**config.mk**
```make
export PLATFORM = sky130hd
export DESIGN_NAME = wifi_deinterleaver_sched
export DESIGN_NICKNAME = d
export VERILOG_FILES = /design/src/rtl/wifi_deinterleaver_sched_pkg.sv /design/src/rtl/wifi_rate_decode.sv /design/src/rtl/wifi_deinterleaver_sched.sv
export SDC_FILE = /design/constraint.sdc
export NUM_CORES = 1
export LEC_CHECK = 0
export CAP_MARGIN = 0
export CORE_MARGIN = 4
export CORE_UTILIZATION = 50
export DETAILED_ROUTE_END_ITERATION = 8
export DONT_BUFFER_PORTS = 1
export PLACE_DENSITY = 0.75
export SLEW_MARGIN = 15
export SYNTH_ARGS = -nofsm -noshare
export SYNTH_HDL_FRONTEND = slang
export SYNTH_SLANG_ARGS = --single-unit
```
**constraint.sdc**
```tcl
create_clock -name clk -period 2.9 [get_ports clk]
set_clock_uncertainty 0.2 [all_clocks]
set_input_delay 0.58 -clock clk [delete_from_list [all_inputs] [get_ports clk]]
set_output_delay 0.58 -clock clk [all_outputs]
set_load 0.02 [all_outputs]
```
**src/rtl/wifi_deinterleaver_sched_pkg.sv**
```systemverilog
// ---------------------------------------------------------------------------
// wifi_deinterleaver_sched_pkg
// Shared 802.11a PHY definitions for the deinterleaver scheduler:
//   - RATE codes as transmitted in the SIGNAL field
//   - coded-bits-per-symbol (NCBPS) constants for each modulation
//   - scheduler FSM state encoding
//   - rate_to_ncbps(): RATE code -> NCBPS, 0 for an unsupported code
// ---------------------------------------------------------------------------
package wifi_deinterleaver_sched_pkg;

    // RATE codes (R1..R4 as a 4-bit vector, R1 in the MSB)
    localparam logic [3:0] RATE_6M  = 4'b1101;
    localparam logic [3:0] RATE_9M  = 4'b1111;
    localparam logic [3:0] RATE_12M = 4'b0101;
    localparam logic [3:0] RATE_18M = 4'b0111;
    localparam logic [3:0] RATE_24M = 4'b1001;
    localparam logic [3:0] RATE_36M = 4'b1011;
    localparam logic [3:0] RATE_48M = 4'b0001;
    localparam logic [3:0] RATE_54M = 4'b0011;

    // Coded bits per OFDM symbol
    localparam logic [8:0] NCBPS_BPSK  = 9'd48;
    localparam logic [8:0] NCBPS_QPSK  = 9'd96;
    localparam logic [8:0] NCBPS_16QAM = 9'd192;
    localparam logic [8:0] NCBPS_64QAM = 9'd288;

    typedef enum logic [2:0] {
        ST_IDLE    = 3'd0,
        ST_FEED    = 3'd1,
        ST_DRAIN   = 3'd2,
        ST_WAIT_LO = 3'd3,
        ST_WAIT_HI = 3'd4,
        ST_DONE    = 3'd5
    } sched_state_t;

    // Zero doubles as the "unsupported rate" marker since no valid NCBPS is 0.
    function automatic logic [8:0] rate_to_ncbps(input logic [3:0] rate);
        logic [8:0] n;
        case (rate)
            RATE_6M,  RATE_9M:  n = NCBPS_BPSK;
            RATE_12M, RATE_18M: n = NCBPS_QPSK;
            RATE_24M, RATE_36M: n = NCBPS_16QAM;
            RATE_48M, RATE_54M: n = NCBPS_64QAM;
            default:            n = 9'd0;
        endcase
        return n;
    endfunction

endpackage

```
**src/rtl/wifi_rate_decode.sv**
```systemverilog
// ---------------------------------------------------------------------------
// wifi_rate_decode
// Registered RATE -> NCBPS lookup with a valid flag.
//   clk      in   clock
//   reset    in   synchronous active-high reset (clears ncbps_o/valid_o)
//   load_i   in   capture the decode of rate_i on this edge
//   rate_i   in   802.11a RATE code
//   hit_o    out  combinational: rate_i is a supported code
//   ncbps_o  out  registered NCBPS of the last loaded rate
//   valid_o  out  registered: last loaded rate was supported
// ---------------------------------------------------------------------------
module wifi_rate_decode
    import wifi_deinterleaver_sched_pkg::*;
(
    input  logic       clk,
    input  logic       reset,
    input  logic       load_i,
    input  logic [3:0] rate_i,
    output logic       hit_o,
    output logic [8:0] ncbps_o,
    output logic       valid_o
);

    logic [8:0] lut_ncbps;
    logic [8:0] ncbps_q;
    logic       valid_q;

    assign lut_ncbps = rate_to_ncbps(rate_i);
    assign hit_o     = (lut_ncbps != 9'd0);

    always_ff @(posedge clk) begin
        if (reset) begin
            ncbps_q <= '0;
            valid_q <= 1'b0;
        end else if (load_i) begin
            ncbps_q <= lut_ncbps;
            valid_q <= hit_o;
        end
    end

    assign ncbps_o = ncbps_q;
    assign valid_o = valid_q;

endmodule

```
**src/rtl/wifi_deinterleaver_sched.sv**
```systemverilog
// ---------------------------------------------------------------------------
// wifi_deinterleaver_sched
// Feeds exactly NCBPS coded bits per OFDM symbol from the demapper into the
// deinterleaver, then waits for the deinterleaver's finished handshake
// (falling then rising edge of deint_finished) before the next symbol.
// Ports:
//   clk, reset          clock, synchronous active-high reset
//   start, rate, n_sym  frame start pulse, RATE code, symbol count
//   bit_in/bit_valid    demapper bit stream; bit_ready = scheduler accepts
//   deint_finished      deinterleaver idle flag
//   deint_enable        deinterleaver enable
//   deint_data/_valid   bit to the deinterleaver, one cycle after acceptance
//   ncbps, sym_count    coded bits per symbol, symbols completed
//   busy, done          frame in progress, one-cycle end-of-frame pulse
//   err                 sticky: bit0 overflow/bad rate, bit1 watchdog
// ---------------------------------------------------------------------------
module wifi_deinterleaver_sched
    import wifi_deinterleaver_sched_pkg::*;
#(
    parameter int NSYM_W   = 12,
    parameter int WDOG_MAX = 1023
) (
    input  logic              clk,
    input  logic              reset,
    input  logic              start,
    input  logic [3:0]        rate,
    input  logic [NSYM_W-1:0] n_sym,
    input  logic              bit_in,
    input  logic              bit_valid,
    output logic              bit_ready,
    input  logic              deint_finished,
    output logic              deint_enable,
    output logic              deint_data,
    output logic              deint_valid,
    output logic [8:0]        ncbps,
    output logic [NSYM_W-1:0] sym_count,
    output logic              busy,
    output logic              done,
    output logic [1:0]        err
);

    localparam int WDOG_W = (WDOG_MAX < 2) ? 1 : $clog2(WDOG_MAX + 1);
    localparam logic [WDOG_W-1:0] WDOG_LAST = WDOG_W'(WDOG_MAX - 1);

    sched_state_t      state_q, state_d;
    logic [8:0]        bit_cnt_q, bit_cnt_d;
    logic [NSYM_W-1:0] sym_count_q, sym_count_d;
    logic [NSYM_W-1:0] n_sym_q, n_sym_d;
    logic [WDOG_W-1:0] wdog_q, wdog_d;
    logic [1:0]        err_q, err_d;
    logic              done_q, done_d;
    logic              deint_data_q;
    logic              deint_valid_q;

    logic              dec_load;
    logic              dec_hit;
    logic              dec_valid;
    logic [8:0]        dec_ncbps;
    logic              accept;

    wifi_rate_decode u_rate_decode (
        .clk     (clk),
        .reset   (reset),
        .load_i  (dec_load),
        .rate_i  (rate),
        .hit_o   (dec_hit),
        .ncbps_o (dec_ncbps),
        .valid_o (dec_valid)
    );

    assign busy         = (state_q != ST_IDLE);
    assign bit_ready    = (state_q == ST_FEED) && dec_valid;
    assign deint_enable = (state_q inside {ST_FEED, ST_DRAIN, ST_WAIT_LO, ST_WAIT_HI});
    assign accept       = bit_valid && bit_ready;

    always_comb begin
        state_d     = state_q;
        bit_cnt_d   = bit_cnt_q;
        sym_count_d = sym_count_q;
        n_sym_d     = n_sym_q;
        wdog_d      = wdog_q;
        err_d       = err_q;
        done_d      = 1'b0;
        dec_load    = 1'b0;

        case (state_q)
            ST_IDLE: begin
                if (start) begin
                    if (!dec_hit) begin
                        err_d  = 2'b01;
                        done_d = 1'b1;
                    end else if (n_sym == '0) begin
                        err_d  = 2'b00;
                        done_d = 1'b1;
                    end else begin
                        err_d       = 2'b00;
                        dec_load    = 1'b1;
                        n_sym_d     = n_sym;
                        sym_count_d = '0;
                        bit_cnt_d   = '0;
                        state_d     = ST_FEED;
                    end
                end
            end

            ST_FEED: begin
                if (accept) begin
                    bit_cnt_d = bit_cnt_q + 9'd1;
                    if (bit_cnt_q + 9'd1 == dec_ncbps) begin
                        state_d = ST_DRAIN;
                    end
                end
            end

            // No new bits are taken here; the pipeline register still carries
            // the final accepted bit of the symbol out during this cycle.
            ST_DRAIN: begin
                wdog_d  = '0;
                state_d = ST_WAIT_LO;
            end

            // A real handshake edge wins over a coincident watchdog expiry.
            ST_WAIT_LO: begin
                wdog_d = wdog_q + WDOG_W'(1);
                if (!deint_finished) begin
                    state_d = ST_WAIT_HI;
                end else if (wdog_q == WDOG_LAST) begin
                    err_d[1] = 1'b1;
                    state_d  = ST_DONE;
                end
            end

            ST_WAIT_HI: begin
                wdog_d = wdog_q + WDOG_W'(1);
                if (deint_finished) begin
                    if (sym_count_q != n_sym_q) begin
                        sym_count_d = sym_count_q + NSYM_W'(1);
                    end
                    if (sym_count_q + NSYM_W'(1) == n_sym_q) begin
                        state_d = ST_DONE;
                    end else begin
                        bit_cnt_d = '0;
                        state_d   = ST_FEED;
                    end
                end else if (wdog_q == WDOG_LAST) begin
                    err_d[1] = 1'b1;
                    state_d  = ST_DONE;
                end
            end

            ST_DONE: begin
                state_d = ST_IDLE;
            end

            default: begin
                state_d = ST_IDLE;
            end
        endcase

        // A bit offered while the scheduler is not taking bits is dropped.
        if (bit_valid && !bit_ready && busy) begin
            err_d[0] = 1'b1;
        end

        if (state_d == ST_DONE) begin
            done_d = 1'b1;
        end
    end

    always_ff @(posedge clk) begin
        if (reset) begin
            state_q       <= ST_IDLE;
            bit_cnt_q     <= '0;
            sym_count_q   <= '0;
            n_sym_q       <= '0;
            wdog_q        <= '0;
            err_q         <= '0;
            done_q        <= 1'b0;
            deint_data_q  <= 1'b0;
            deint_valid_q <= 1'b0;
        end else begin
            state_q       <= state_d;
            bit_cnt_q     <= bit_cnt_d;
            sym_count_q   <= sym_count_d;
            n_sym_q       <= n_sym_d;
            wdog_q        <= wdog_d;
            err_q         <= err_d;
            done_q        <= done_d;
            deint_valid_q <= accept;
            if (accept) begin
                deint_data_q <= bit_in;
            end
        end
    end

    assign deint_data  = deint_data_q;
    assign deint_valid = deint_valid_q;
    assign ncbps       = dec_ncbps;
    assign sym_count   = sym_count_q;
    assign done        = done_q;
    assign err         = err_q;

endmodule

```
# Yosys cells after proc, flatten, opt, wreduce, memory -nomap -nowiden
# Memories as Yosys holds them, arrays and structs flattened.
# Index checks and enable logic that the tools add are counted.
# totals
reg_bits	61
latch_bits	0
mem_bits_rw	0
romBits	80
inputBits	22
output_inout_bits	29
wordCells	98
n_memories	1
# memory_table
memory	words	width	read_ports	rd_clocked_by_memory_dff	wr	line_no	source
(name not given)	16	5	1	0	0	wifi_deinterleaver_sched_pkg.sv:39	case (rate)
# op_classes
add_sub_neg	3
n_mul	0
n_div	0
magnitude_cmp	0
eq_ne	18
n_shift	0
muxes	41
n_bitwise	1
n_reduce_logical	22
# ops
operator	count
$mux W12	5
$mux W9	6
$mux W3	9
$pmux W9 S3	1
$pmux W12 S2	1
$pmux W10 S2	1
$ne A2 B2 Y1 const B	8
$mux W1	15
$pmux W3 S5	1
$add A12 B1 Y12 const B	1
$eq A12 B12 Y1	1
$logic_not A12 Y1	1
$ne A12 B12 Y1	1
$add A10 B1 Y10 const B	1
$eq A10 B10 Y1 const B	1
$add A9 B1 Y9 const B	1
$eq A9 B9 Y1	1
$reduce_bool A3 Y1	3
$reduce_bool A9 Y1	1
$reduce_and A4 Y1	2
$reduce_bool A2 Y1	4
$reduce_and A7 Y1	1
$eq A3 B2 Y1 const B	2
$eq A3 B3 Y1 const B	2
other kinds (12)	15

# Longest topological paths before layout
# logic_depth
depth_word	7
mapped_depth	9
mapped_depth_nobuf	8

# Hierarchy
# From an unflattened synthesis, not the netlist that was laid out.
# unflattened
hier_cells	435
hier_area_um2	3470.8
# modules_own_cells
mod	n_inst	cells_each	area_per_inst_um2	seq_area_each_um2
wifi_deinterleaver_sched	1	402	3178.0	1021.0
wifi_rate_decode	1	33	292.8	120.1

# Worst setup path before layout
# No wires, ideal clock.
# synth_timing
kind	reg-to-reg
from	reg sym_count_q[1], in the netlist sym_count[1]
to	reg bit_cnt_q[2]
setup_time_ps	88
t_arrival_ps	2274
required_ps	2612
path_slack_ps	338
path_stages_with_launch	8
path_buffers	0
synth_period_minus_slack_ps	2562
cell_sequence	dfxtp_1 ha_1 nand3_4 or3_4 or3_4 a211oi_4 a31oi_4 a311oi_2
# synth_via
elab_chain_cells	4
# synth_lines
item	line_no	source
start, declared	wifi_deinterleaver_sched.sv:47	logic [NSYM_W-1:0] sym_count_q, sym_count_d;
start signal, assigned	wifi_deinterleaver_sched.sv:184	sym_count_q <= sym_count_d;
$add A12 B1 Y12	wifi_deinterleaver_sched.sv:139	if (sym_count_q + NSYM_W'(1) == n_sym_q) begin
$eq A12 B12 Y1	wifi_deinterleaver_sched.sv:139	
$ne A2 B2 Y1 (no line)	--	
$reduce_and A7 Y1 (no line)	--	
end signal, assigned	wifi_deinterleaver_sched.sv:183	bit_cnt_q <= bit_cnt_d;
end, declared	wifi_deinterleaver_sched.sv:46	logic [8:0] bit_cnt_q, bit_cnt_d;
# Every way passes these cells.
# A chain may end at the register's enable or synchronous reset.

# Worst setup path in the final report
# layout_timing
from	reg sym_count_q[7], in the netlist sym_count[7]
to	reg sym_count_q[2], in the netlist sym_count[2]
# layout_via
elab_chain_cells	3
# layout_lines
item	line_no	source
$ne A12 B12 Y1	wifi_deinterleaver_sched.sv:136	if (sym_count_q != n_sym_q) begin
$ne A2 B1 Y1 (no line)	--	
$reduce_and A6 Y1 (no line)	--	
# Every way passes these cells.

==> key figures <==
Run status
  • Outcome: finished clean

Setup path
  • CP Cell Sequence: xnor2_1 > nand4_1 > nor4_1 > a211o_1 > buf_4 > nor2_1 > xnor2_1 > nor2_1
  • Worst path required time: 2.91 ns
  • WP depth: 8
  • R2R setup slack: 0.28 ns
  • CP peak stage delay: 0.47 ns
  • Crit end category: flip-flop
  • Worst endpoint data arrival time: 2.63 ns
  • Critical path class: reg2reg
  • Startpoint Class: flip-flop
  • Worst path slowest cell: xnor2_1
  • CP bufs+invs: 1
  • Crit path max-delay family: simple AND/OR/NAND/NOR gates
  • Worst reg2reg path depth: 8
  • CP Max Fanout: 12

Timing
  • Max transition margin: about three fifths
  • Setup ws final: approximately 0.28 ns
  • Fmax achieved: 0.3813 GHz
  • Fin. Hold Viols: 0
  • Pins Over Slew Limit: 0
  • Period minus WS final: approximately 2.6 ns
  • Hold_ws: roughly 0.11 ns
  • RSZ-0062 raised after global routing: no
  • Worst Max-Slew Pin Slew: a little under 0.6 ns
  • Setup-failing EPs final: 0
  • Total Neg Setup Slack: 0 ns
  • Fin crit share: 90.43%

Hold path
  • Hold depth: 1
  • HP Class: in2reg

Placement
  • Gp weighted congestion: between 0.8 and 0.9
  • PortBufs: 0
  • Placed Instances: 482
  • HPWL after DPL: 5.698 mm
  • Pre-CTS WS: 0.2965 ns

Layout
  • Utilization after layout: 55.85%
  • Layout area overhead: 6.976%
  • Multi-input logic area: 2012 um2
  • N_diodes: 0
  • Reg area: 1141 um2
  • Finished Layout Cells: 498
  • # nets final: ~440
  • Layout cell share with drive strength beyond 1: between 10 and 15%
  • Fill count: 605

Global routing
  • Gr ovfl total: 0
  • First-pass GRT wire length: around 13 mm
  • Initial antenna violation count: 0
  • Largest net degree at the start of global routing: 42
  • Overall Global Routing Usage: 19.66%
  • Vias in the first global route: ~2700

Die
  • Die Width: approximately 90 um
  • # IOs: 51
  • Row Count: 29
  • Core Area: 6459 um2
  • Initial core utilization: a little over half
  • Die area: 8122 um2
  • Die height: 90.12 um

Logic synthesis
  • Asr flop ratio synth: 0%
  • Cells after Synth: 417
  • Commonest cells post-synth: dfxtp_1 (57), nand2_1 (50), a21oi_1 (37), nor2_1 (33), xnor2_1 (26)
  • Unique masters post-synth: 69
  • Dominant synthesized flop cell: dfxtp_1
  • Most common cell in the netlist: dfxtp_1
  • Area leader, netlist: dfxtp_1
  • Avg Inst Size Synth: 8.086 um2
  • Cells taking the most area after synthesis: dfxtp_1 (34%), xnor2_1 (6.8%), nand2_1 (5.6%)
  • Register area share after synthesis: 33.84%
  • Post-synth EDFFs: 0
  • Share of the synthesized area in the top cell type: 33.84%
  • Syn Std Cell Area: roughly 3400 um2
  • #FFs+latches synth: 57
  • Yosys synthesis warning count: 0

Clock tree
  • Clock slew at reported path FFs: around 0.06 ns
  • TritonCTS clock tree: done
  • H-tree levels: 3
  • Hold Buf Count CTS: 0
  • Clk_lat worst skew: 0.34 ns
  • CTS Root Cell: clkbuf_8
  • CTS Buf Count: 9
  • Clock buffer depth: 2
  • Sink Count: 57
  • Postcts setup bufs: 0
  • Post-CTS sizing: 0

Route
  • Drt total wl: 7.726 mm
  • Iter 0 DRT Violations: approximately 160
  • ANT nets after route: 0
  • DR WL/cell: 15.51 um
  • Total number of vias: approximately 2900
  • Drt first pass iters: 4
  • Post-DR vias/cell: 5.779
  • # DRC: 0

Power
  • Register share of total power: roughly 48%
  • P_leak: 1.295 nW
  • Switch Pwr: 433.3 uW
  • Internal power: 1.278 mW
  • Comb power frac: 8.5%
  • Clk pwr share: 43.2%
  • Max rail drop VDD: ~290 uV
  • Net Sw Frac: 25.32%
  • P per Cell Area: 474.4 nW/um2

Flow run
  • Number of max-cap violations: 0
## path summary, 6_finish.rpt
path	from	endpoint
setup / recovery	sym_count[7]	sym_count[2]
hold / removal	reset	u_rate_decode.ncbps_o[6]
setup reg to reg	sym_count[7]	sym_count[2]
hold reg to reg	n_sym_q[8]	n_sym_q[8]
## registers in the layout (all words and copies together), names as in the netlist
| signal | cells |
|---|---|
| deint_valid | 1 |
| n_sym_q | 12 |
| wdog_q | 10 |
| err | 2 |
| bit_cnt_q | 9 |
| state_q | 3 |
| deint_data | 1 |
| u_rate_decode.valid_o | 1 |
| done | 1 |
| u_rate_decode.ncbps_o | 5 |
| sym_count | 12 |
## power groups by stage
stage               Clock, mW  Combinational [mW]  Sequential [mW]
floorplan                   0               0.135            0.837
global placement            0               0.143            0.842
detailed placement          0               0.146            0.843
CTS                     0.764               0.147            0.825
global route            0.807               0.162            0.827
finish                  0.740               0.146            0.825
## routing by layer
metal / share of wire, % / wire, um / global-route usage [%] / vias up
met5: 0 / 0 / 0 / -
met4: 1.1 / 82 / 6.760 / 0
met3: 4.7 / 360 / 5.676 / 7
met2: 50 / 3889 / 32.30 / 55
met1: 44 / 3393 / 24.61 / 1346
li1: - / - / - / 1470
## worst register-to-register path, cell delays in order, from the launching register on
cell,delay (ns)
dfxtp_1,0.43
xnor2_1,0.47
nand4_1,0.16
nor4_1,0.38
a211o_1,0.39
buf_4,0.22
nor2_1,0.06
xnor2_1,0.14
nor2_1,0.05
## final cells by class
cell class	count	area share [%]
multi-input cells	320	55.78
flip-flops and latches	57	31.63
clock buffers	11	3.920
repair buffers	15	3.122
well taps	77	2.671
clock inverters	5	1.526
inverters	13	1.353
## placed cells by master (no fill, tap or decap), types with 5 or more instances in the layout
cell and n:
inv_1 13, a21oi_1 37, nor2_1 33, xnor2_1 26, o31ai_1 6, clkbuf_8 10, nor3_1 9, buf_4 15
nand4_1 14, or3_1 8, nor3b_1 5, a21o_1 8, o21ai_0 7, xor2_1 10, nand2b_1 9, nand3_1 19
dfxtp_1 57, nand2_1 50
## metrics by stage
| stage | power (mW) | cell area, um2 |
|---|---|---|
| global placement | 0.9851 | 3411 |
| finish | 1.711 | 3607 |
| detailed placement | 0.9891 | 3411 |
| CTS | 1.736 | 3607 |
| floorplan | 0.9721 | 3383 |
| global route | 1.796 | 3607 |
## logic make-up (layout without fill, tap and decap cells)
| family | after synthesis | in the layout | share of synthesized area (%) |
|---|---|---|---|
| AOI/OAI and AO/OA | 93 | 93 | 19.15 |
| xor gates and xnor gates | 36 | 36 | 9.351 |
| adders and majority gates | 4 | 4 | 1.484 |
| buffers and inverters | 43 | 44 | 6.827 |
| DFF | 57 | 57 | 33.84 |
| muxes | 3 | 3 | 0.8906 |
| other | 1 | 4 | 0.1112 |
| and+or+nand+nor | 180 | 180 | 28.35 |
Note: power is estimated with default switching activity, not from simulation.
